--- config.mk ---
export PLATFORM = sky130hd
export DESIGN_NAME = d_line_step_flat
export DESIGN_NICKNAME = d
export VERILOG_FILES = /design/src/rtl/d_line_step_if.sv /design/src/rtl/d_line_step.sv /design/src/flat_wrapper.sv
export SDC_FILE = /design/constraint.sdc
export NUM_CORES = 1
export LEC_CHECK = 0
export CAP_MARGIN = 15
export CORE_AREA = 4 4 118 204
export CTS_BUF_LIST = sky130_fd_sc_hd__clkbuf_4
export DETAILED_ROUTE_END_ITERATION = 16
export DIE_AREA = 0 0 122 208
export SYNTH_ARGS = -nofsm -noshare
export SYNTH_HDL_FRONTEND = slang
export SYNTH_SLANG_ARGS = --single-unit
--- constraint.sdc ---
create_clock -name pulse_clk -period 7.8 [get_ports pulse_clk]
set_input_delay 1.56 -clock pulse_clk [delete_from_list [all_inputs] [get_ports pulse_clk]]
set_output_delay 1.56 -clock pulse_clk [all_outputs]
set_load 0.01 [all_outputs]
--- src/rtl/d_line_step_if.sv ---
// Segment handshake and step-output bundle for the linear interpolator.
// The master drives the segment request and the slave returns step pulses and position.
interface d_line_step_if #(
  parameter int W = 16
);
  logic         start;
  logic [W-1:0] Xe_abs;
  logic [W-1:0] Ye_abs;
  logic         i_Xe_sign;
  logic         i_Ye_sign;
  logic         step_en;
  logic         x_step;
  logic         y_step;
  logic         x_dir;
  logic         y_dir;
  logic         busy;
  logic         done;
  logic [W:0]   steps_left;
  logic [W+1:0] x_pos;
  logic [W+1:0] y_pos;

  modport master (
    output start, Xe_abs, Ye_abs,
    output i_Xe_sign, i_Ye_sign, step_en,
    input  x_step, y_step, x_dir, y_dir,
    input  busy, done, steps_left,
    input  x_pos, y_pos
  );

  modport slave (
    input  start, Xe_abs, Ye_abs,
    input  i_Xe_sign, i_Ye_sign, step_en,
    output x_step, y_step, x_dir, y_dir,
    output busy, done, steps_left,
    output x_pos, y_pos
  );
endinterface

--- src/rtl/d_line_step.sv ---
// Point-by-point comparison linear interpolator.
// Emits one X or Y step per enabled cycle until the segment end point is reached.
module d_line_step #(
  parameter int W = 16
) (
  input logic         pulse_clk,
  input logic         sys_rst_l,
  d_line_step_if.slave io
);
  typedef enum logic [1:0] {
    IDLE,
    LOAD,
    RUN,
    OVER
  } state_t;

  localparam logic [W-1:0] ONE_W = {{(W-1){1'b0}}, 1'b1};
  localparam logic [W:0]   ONE_S = {{W{1'b0}}, 1'b1};
  localparam logic [W+1:0] ONE_P = {{(W+1){1'b0}}, 1'b1};

  state_t              state_q, state_d;
  logic [W-1:0]        xe_q, xe_d;
  logic [W-1:0]        ye_q, ye_d;
  logic [W-1:0]        x_left_q, x_left_d;
  logic [W-1:0]        y_left_q, y_left_d;
  logic [W:0]          steps_left_q, steps_left_d;
  logic signed [W+1:0] f_q, f_d;
  logic [W+1:0]        x_pos_q, x_pos_d;
  logic [W+1:0]        y_pos_q, y_pos_d;
  logic                x_dir_q, x_dir_d;
  logic                y_dir_q, y_dir_d;
  logic                x_step_q, x_step_d;
  logic                y_step_q, y_step_d;
  logic                busy_q, busy_d;
  logic                done_q, done_d;
  logic [W:0]          sum;
  logic                take_x;

  always_comb begin
    state_d      = state_q;
    xe_d         = xe_q;
    ye_d         = ye_q;
    x_left_d     = x_left_q;
    y_left_d     = y_left_q;
    steps_left_d = steps_left_q;
    f_d          = f_q;
    x_pos_d      = x_pos_q;
    y_pos_d      = y_pos_q;
    x_dir_d      = x_dir_q;
    y_dir_d      = y_dir_q;
    x_step_d     = 1'b0;
    y_step_d     = 1'b0;
    done_d       = 1'b0;
    sum          = {1'b0, xe_q} + {1'b0, ye_q};
    take_x       = ((f_q >= 0) && (x_left_q != '0))
                 || (y_left_q == '0);
    case (state_q)
      IDLE: begin
        if (io.start) begin
          xe_d    = io.Xe_abs;
          ye_d    = io.Ye_abs;
          x_dir_d = io.i_Xe_sign;
          y_dir_d = io.i_Ye_sign;
          state_d = LOAD;
        end
      end
      LOAD: begin
        f_d          = '0;
        x_pos_d      = '0;
        y_pos_d      = '0;
        x_left_d     = xe_q;
        y_left_d     = ye_q;
        steps_left_d = sum;
        state_d      = (sum == '0) ? OVER : RUN;
      end
      RUN: begin
        if (io.step_en) begin
          if (take_x) begin
            x_step_d = 1'b1;
            f_d      = f_q - $signed({2'b00, ye_q});
            x_left_d = x_left_q - ONE_W;
            x_pos_d  = x_dir_q ? x_pos_q - ONE_P
                               : x_pos_q + ONE_P;
          end else begin
            y_step_d = 1'b1;
            f_d      = f_q + $signed({2'b00, xe_q});
            y_left_d = y_left_q - ONE_W;
            y_pos_d  = y_dir_q ? y_pos_q - ONE_P
                               : y_pos_q + ONE_P;
          end
          steps_left_d = steps_left_q - ONE_S;
          if (steps_left_q == ONE_S) begin
            state_d = OVER;
          end
        end
      end
      OVER: begin
        done_d  = 1'b1;
        state_d = IDLE;
      end
      default: state_d = IDLE;
    endcase
    busy_d = (state_d != IDLE);
  end

  always_ff @(posedge pulse_clk or negedge sys_rst_l) begin
    if (!sys_rst_l) begin
      state_q      <= IDLE;
      xe_q         <= '0;
      ye_q         <= '0;
      x_left_q     <= '0;
      y_left_q     <= '0;
      steps_left_q <= '0;
      f_q          <= '0;
      x_pos_q      <= '0;
      y_pos_q      <= '0;
      x_dir_q      <= 1'b0;
      y_dir_q      <= 1'b0;
      x_step_q     <= 1'b0;
      y_step_q     <= 1'b0;
      busy_q       <= 1'b0;
      done_q       <= 1'b0;
    end else begin
      state_q      <= state_d;
      xe_q         <= xe_d;
      ye_q         <= ye_d;
      x_left_q     <= x_left_d;
      y_left_q     <= y_left_d;
      steps_left_q <= steps_left_d;
      f_q          <= f_d;
      x_pos_q      <= x_pos_d;
      y_pos_q      <= y_pos_d;
      x_dir_q      <= x_dir_d;
      y_dir_q      <= y_dir_d;
      x_step_q     <= x_step_d;
      y_step_q     <= y_step_d;
      busy_q       <= busy_d;
      done_q       <= done_d;
    end
  end

  assign io.x_step     = x_step_q;
  assign io.y_step     = y_step_q;
  assign io.x_dir      = x_dir_q;
  assign io.y_dir      = y_dir_q;
  assign io.busy       = busy_q;
  assign io.done       = done_q;
  assign io.steps_left = steps_left_q;
  assign io.x_pos      = x_pos_q;
  assign io.y_pos      = y_pos_q;
endmodule

--- src/flat_wrapper.sv ---
// flat-port wrapper written by rule: the top's interface ports become plain ports
module d_line_step_flat 
#(
  parameter int W = 16
)
  (pulse_clk, sys_rst_l, io_start, io_Xe_abs, io_Ye_abs, io_i_Xe_sign, io_i_Ye_sign, io_step_en, io_x_step, io_y_step, io_x_dir, io_y_dir, io_busy, io_done, io_steps_left, io_x_pos, io_y_pos);
  d_line_step_if #(.W(W)) io_i ();
  input logic pulse_clk;
  input logic sys_rst_l;
  input wire logic [$bits(io_i.start)-1:0] io_start;
  input wire logic [$bits(io_i.Xe_abs)-1:0] io_Xe_abs;
  input wire logic [$bits(io_i.Ye_abs)-1:0] io_Ye_abs;
  input wire logic [$bits(io_i.i_Xe_sign)-1:0] io_i_Xe_sign;
  input wire logic [$bits(io_i.i_Ye_sign)-1:0] io_i_Ye_sign;
  input wire logic [$bits(io_i.step_en)-1:0] io_step_en;
  output wire logic [$bits(io_i.x_step)-1:0] io_x_step;
  output wire logic [$bits(io_i.y_step)-1:0] io_y_step;
  output wire logic [$bits(io_i.x_dir)-1:0] io_x_dir;
  output wire logic [$bits(io_i.y_dir)-1:0] io_y_dir;
  output wire logic [$bits(io_i.busy)-1:0] io_busy;
  output wire logic [$bits(io_i.done)-1:0] io_done;
  output wire logic [$bits(io_i.steps_left)-1:0] io_steps_left;
  output wire logic [$bits(io_i.x_pos)-1:0] io_x_pos;
  output wire logic [$bits(io_i.y_pos)-1:0] io_y_pos;
  assign io_i.start = io_start;
  assign io_i.Xe_abs = io_Xe_abs;
  assign io_i.Ye_abs = io_Ye_abs;
  assign io_i.i_Xe_sign = io_i_Xe_sign;
  assign io_i.i_Ye_sign = io_i_Ye_sign;
  assign io_i.step_en = io_step_en;
  assign io_x_step = io_i.x_step;
  assign io_y_step = io_i.y_step;
  assign io_x_dir = io_i.x_dir;
  assign io_y_dir = io_i.y_dir;
  assign io_busy = io_i.busy;
  assign io_done = io_i.done;
  assign io_steps_left = io_i.steps_left;
  assign io_x_pos = io_i.x_pos;
  assign io_y_pos = io_i.y_pos;
  d_line_step #(.W(W)) u_core (.pulse_clk(pulse_clk), .sys_rst_l(sys_rst_l), .io(io_i));
endmodule
==> results.json, run 1 <==
{
  "status": "finished clean",
  "areaGrowthSynthToFinish_pct": 15.5,
  "preCtsSetupSlack_ps": 2950,
  "timing.setup.critical_path_class": "flop to flop",
  "wl_um": 28200,
  "first_pass_iters": 5,
  "data_arrival_time_at_the_worst_slack_endpoint_ps": 5320,
  "port-buffer-count": 96,
  "synthDistinctLibCells": 77,
  "numClockSinks": 143,
  "ys_top_cells_by_area": "dfrtp_1 36%, ha_1 9.4%, o21ai_0 4.7%, mux2_2 4.2%, nor2_1 3.8%",
  "cp_startpoint_kind": "flop",
  "critical_path_buf_inv_count": 1,
  "dieArea_sq_mm": 0.0254,
  "setup_ws_ps": 3030,
  "synth_top_area_frac": 0.359,
  "rows": 73,
  "path_clk_slew_ps": 130,
  "grt_overflow_total": 0,
  "grt_use_total": 0.231,
  "holdBufCountCts": 0,
  "h_tree_lvl_count": 4,
  "number_of_global_route_vias_before_repair": 8871,
  "power.density_cell_area_mw_per_mm2": 503,
  "postSynth.topFlopCell": "dfrtp_1",
  "setup_repair_after_global_routing_missed_its_margin": "no",
  "top_level_ports": 97,
  "synth_area_leader": "dfrtp_1",
  "routed-via-count": 8617,
  "critical_path.slowest_cell": "or4_4",
  "critical-path-max-stage-delay_ps": 600,
  "finished_layout_cells": 1495,
  "grt_first_pass_wirelength_um": 46000,
  "route.detailed.drc": 0,
  "initial_core_util": 0.442,
  "ant_nets": 0,
  "fin_util": 0.510,
  "tightest_slew_ps": 964,
  "timing.max_slew.rel_slack": 0.354,
  "post-place-cells": 1462,
  "syn_avg_cell_area_sq_um": 9.08,
  "synth_edf_count": 0,
  "cts_root_buf": "clkbuf_4",
  "die_y_extent_um": 208,
  "min_path_type": "flop to flop",
  "numCtsBuffers": 17,
  "place.detailed.hpwl_um": 21100,
  "clock_tree.buffer_depth": 2,
  "design.final.nets": 1298,
  "yosysWarnings": 0,
  "tritoncts": "yes",
  "setup.worst_path.end_class": "flop",
  "report.final.hold_viol_count": 0,
  "finalInstanceArea_sq_mm": 0.0115,
  "synth_async_sr_flop_share": 1.00,
  "cts.repair_timing.setup_buffer_count": 0,
  "placedInstanceArea_sq_mm": 0.0112,
  "cap_violations": 0,
  "finClkSkew_ps": 21.9,
  "grt_start_max_net_pins": 87,
  "final-setup-viol-count": 0,
  "die_w_um": 122,
  "syn_area_sq_mm": 0.00996,
  "detailedRoute.firstIterationViolations": 427,
  "path_max_fanout": 20,
  "fillers": 2208,
  "placeable_core_area_sq_mm": 0.0226,
  "finalCritPeriodShare": 0.612,
  "postCtsResizedCells": 0,
  "req_time_crit_path_ps": 8350,
  "synth.yosys.seq_area_share": 0.359,
  "totalPowerFinal_mw": 5.79,
  "static-leakage-power_nw": 4.94,
  "max_clock_freq_ghz": 0.210,
  "gp_congestion": 0.910,
  "whs_ps": 490,
  "report.final.slew_viol_count": 0,
  "crit_family": "compound AO/OA/AOI/OAI gates",
  "setup_tns_final_ps": 0,
  "timing.final.crit_period_ps": 4770,
  "cp_cell_sequence": "or4_4, nor4_4, a41o_2, nand2_2, o21ai_0, ha_1, inv_1, fa_1, a21o_1, a21oi_1, o21ai_0, a31o_2, a31oi_1, o21ai_0, a2111o_1, nand3_1",
  "layout-drive-gt1-share": 0.0846,
  "vdd_drop_max_mv": 0.289,
  "clkLatencyLatePin_ps": 600,
  "synthCells": 1097,
  "layout.cells.most_common_list": "143 x dfrtp_1, 101 x nor2_1, 95 x clkdlybuf4s50_1",
  "vias_per_cell": 5.76,
  "crit_top_cell": "o21ai_0",
  "synth.net_count": 1214,
  "final_common_cell": "dfrtp_1",
  "wire_per_inst_um": 18.9,
  "grt_antenna_before_repair": 1,
  "postSynthRegisterBits": 143
}
==> cell type report <==
| type | instances | area (sq um) | share of cell area |
|---|---|---|---|
| multi-input combinational | 879 | 6090 | 0.529 |
| tap | 300 | 375 | 0.0326 |
| inverter | 38 | 143 | 0.0124 |
| clock buffer | 19 | 143 | 0.0124 |
| timing repair buffer | 102 | 1010 | 0.0875 |
| antenna | 1 | 2.50 | 0.000217 |
| sequential | 143 | 3580 | 0.311 |
| clock inverter | 13 | 170 | 0.0148 |
==> cell usage after synthesis (8+ instances only) <==
master and number:
nand2_1 76, buf_1 8, mux2_2 37, clkbuf_1 23
nor2b_1 9, nand2b_1 14, a211o_1 8, o21a_1 8
dfrtp_1 143, o21ai_0 93, a21o_1 23, a21oi_1 70
a211oi_1 22, mux2i_1 19, inv_1 36, nor3_1 30
o211ai_1 9, a31oi_1 12, nand3_1 56, nor2_1 101
xor2_1 35, ha_1 75, o31ai_1 8, or3_1 15
nor4_1 9, xnor2_1 34
==> kinds of logic after synthesis <==
group | Yosys count | share of synthesized area
adders and majority gates | 79 | 0.102
DFF | 143 | 0.359
AOI/OAI and AO/OA | 316 | 0.205
buffers and inverters | 75 | 0.0296
muxes | 56 | 0.0609
xor gates and xnor gates | 69 | 0.0607
and+or+nand+nor | 359 | 0.182
==> report_power, final <==
| group | internal [mW] | total (mW) | leakage, nW | switching [mW] |
|---|---|---|---|---|
| sequential | 1.09 | 1.64 | 1.76 | 0.552 |
| clock | 0.257 | 0.539 | 0.175 | 0.282 |
| combinational | 1.63 | 3.61 | 3.01 | 1.98 |
| total | 2.98 | 5.79 | 4.94 | 2.81 |
==> worst min-delay path, delay by kind of cell (launching register included) <==
kind / cells / cell delay (ps)
simple gates: 1 / 40
compound gates: 1 / 60
flops: 1 / 360
==> layer usage <==
layer,GRT usage,part of all wire,routed length (um)
met1,0.253,0.38,10700
met2,0.420,0.53,15000
met3,0.0359,0.037,1050
met5,0,0,0
met4,0.118,0.055,1540
==> final timing paths <==
| path | from | endpoint | slack (ps) | cells after the start |
|---|---|---|---|---|
| setup / recovery | u_core.x_left_q[7] | u_core.f_q[16] | 3030 | 16 |
| hold / removal | u_core.f_q[0] | u_core.f_q[0] | 490 | 2 |
| setup reg to reg | u_core.x_left_q[7] | u_core.f_q[16] | 3030 | 16 |
| hold reg to reg | u_core.f_q[0] | u_core.f_q[0] | 490 | 2 |
| max in group asynchronous | sys_rst_l | u_core.x_left_q[11] | 5440 | 2 |
| min in group asynchronous | sys_rst_l | u_core.io.steps_left[4] | 1020 | 1 |
==> flip-flops by register name, summed over array words and instances (netlist names), 2 cells and up <==
register,count
u_core.xe_q,16
u_core.x_left_q,16
u_core.io.x_pos,18
u_core.io.y_pos,18
u_core.ye_q,16
u_core.io.steps_left,17
u_core.f_q,18
u_core.state_q,2
u_core.y_left_q,16
Note: power is estimated with default switching activity, not from simulation.
==> run 2: changes to the inputs <==
Settings changed: PLACE_DENSITY from default to 0.67.
Clock period 7.8 ns to 4.1 ns, I/O delays scaled along.
==> run 2 against run 1 <==
  * Non-clock buffer count grew 36
  * Sequential power increased by 85%
  * Clock skew is 9.7 ps higher
==> results.json, run 2 (synthesized netlist as in run 1, its figures left out) <==
{
  "wl_um": 27500,
  "startpoint": "u_core.y_left_q[5]",
  "req_time_crit_path_ps": 4610,
  "tightest_slew_ps": 878,
  "die_y_extent_um": 208,
  "initial_core_util": 0.442,
  "p_sw_frac": 0.489,
  "dieArea_sq_mm": 0.0254,
  "data_arrival_time_at_the_worst_slack_endpoint_ps": 4500,
  "layout-drive-gt1-share": 0.129,
  "share_seq_of_total_power": 0.269,
  "fillers": 2144,
  "totalPowerFinal_mw": 11.3,
  "crit_top_cell": "o21ai_2",
  "number_of_global_route_vias_before_repair": 8910,
  "cp_cell_sequence": "or4_4, nor4_4, nand4b_4, nand2_4, nand2_2, o21ai_2, ha_2, inv_2, fa_2, a21o_1, a21oi_2, o21ai_2, a31o_2, a31oi_4, o21ai_2, a2111o_1, nand3_1",
  "grt_start_max_net_pins": 86,
  "cp_startpoint_kind": "flop",
  "holdBufCountCts": 0,
  "min_path_type": "input port to asynchronous set/reset pin",
  "areaGrowthSynthToFinish_pct": 18.8,
  "static-leakage-power_nw": 5.09,
  "p_int_mw": 5.76,
  "report.final.slew_viol_count": 0,
  "cap_violations": 0,
  "routed-via-count": 8937,
  "clkLatencyLatePin_ps": 590,
  "power_frac_comb": 0.663,
  "grt_antenna_before_repair": 1,
  "finClkSkew_ps": 31.6,
  "net-switching-power_mw": 5.51,
  "first_pass_iters": 6,
  "report.final.hold_viol_count": 0,
  "timing.max_slew.rel_slack": 0.414,
  "setup_repair_after_global_routing_missed_its_margin": "yes",
  "numClockSinks": 143,
  "detailedRoute.firstIterationViolations": 585,
  "rows": 73,
  "top_level_ports": 97,
  "clock_tree.buffer_depth": 2,
  "crit-reg2reg-launch": "u_core.y_left_q[5]",
  "grt_first_pass_wirelength_um": 44700,
  "design.final.nets": 1334,
  "h_tree_lvl_count": 4,
  "vdd_drop_max_mv": 0.748,
  "p_clk_frac": 0.068,
  "layout.cells.most_common_list": "140 x dfrtp_1, 99 x nor2_1, 95 x clkdlybuf4s50_1",
  "finalCritPeriodShare": 0.972,
  "tritoncts": "yes",
  "path_clk_slew_ps": 120,
  "critical_path.slowest_cell": "or4_4",
  "gp_congestion": 0.887,
  "timing.final.crit_period_ps": 3990,
  "vias_per_cell": 5.84,
  "grt_overflow_total": 0,
  "final-setup-viol-count": 0,
  "power.density_cell_area_mw_per_mm2": 953,
  "route.detailed.drc": 0,
  "setup.worst_path.end_class": "flop",
  "final_common_cell": "dfrtp_1",
  "timing.setup.critical_path_class": "flop to flop",
  "ant_nets": 0,
  "wire_per_inst_um": 18.0,
  "die_w_um": 122,
  "grt_use_total": 0.220,
  "max_clock_freq_ghz": 0.251,
  "cts_root_buf": "clkbuf_4",
  "status": "finished clean",
  "numCtsBuffers": 17,
  "place.detailed.hpwl_um": 20600,
  "port-buffer-count": 96,
  "placeable_core_area_sq_mm": 0.0226,
  "whs_ps": 268,
  "critical-path-max-stage-delay_ps": 560,
  "path_max_fanout": 4
}
-- run 2: changes by cell type in the layout (fill, tap and decap cells not counted), sizes merged --
cell and delta:
buf +36, bufinv -4, clkbuf +2, clkinvlp +1
-- run 2: final cells by class --
class / instances / area [sq um] / area share
clock buffers: 21 / 158 / 0.0133
multi-input cells: 879 / 6220 / 0.525
flip-flops and latches: 143 / 3580 / 0.303
repair buffers: 138 / 1310 / 0.110
inverters: 38 / 143 / 0.0121
well taps: 300 / 375 / 0.0317
diodes: 1 / 2.50 / 0.000212
clock inverters: 10 / 48.8 / 0.00412
-- run 2: power groups by stage --
stage	clock network, mW	logic (mW)	registers (mW)
finish	0.765	7.48	3.03
global route	0.860	8.33	3.11
floorplan	0	5.11	2.81
global placement	0	7.08	3.01
detailed placement	0	7.18	3.03
CTS	0.801	7.22	3.00
-- run 2: layer usage --
| metal | part of all wire | vias to the layer above | track usage |
|---|---|---|---|
| met1 | 0.38 | 4332 | 0.243 |
| met5 | 0 | - | 0 |
| met2 | 0.53 | 223 | 0.406 |
| li1 | - | 4300 | - |
| met4 | 0.053 | 0 | 0.108 |
| met3 | 0.035 | 82 | 0.0302 |
-- run 2: path summary, 6_finish.rpt --
| kind | slack (ps) | cells after the start | end |
|---|---|---|---|
| min in group pulse_clk | 490 | 2 | u_core.f_q[0] |
| worst min-delay path | 270 | 1 | u_core.io.y_pos[10] |
| worst max-delay path | 110 | 17 | u_core.f_q[14] |
| worst min register to register | 490 | 2 | u_core.f_q[0] |
| worst max register to register | 110 | 17 | u_core.f_q[14] |
| max in group asynchronous | 2930 | 2 | u_core.f_q[2] |
-- run 2: stage by stage --
stage          instances  area [sq um]  setup TNS, ps   util  setup WS, ps
2_1_floorplan       1097         10000              0      -          6.91
3_3_place_gp        1484         11400              0  0.506          85.4
3_5_place_dp        1484         11400          -18.1  0.506         -18.1
4_1_cts             1515         11600              0  0.515          25.1
5_1_grt             1530         11800           -101  0.524         -43.1
6_report            1530         11800              0  0.524           114
-- run 2: worst max-delay path, delay by kind of cell (launching register included) --
kind,cells,cell delay (ps)
compound gates,8,1530
fa+ha+maj,2,590
buf+inv,1,50
flops,1,420
simple gates,6,1340
-- run 2: what timing repair did --
item                                    in CTS  in global routing
pin swaps                                    0                 22
endpoints found under the setup margin       1                  6
resized for setup                            1                 26
buffers inserted                             0                 14
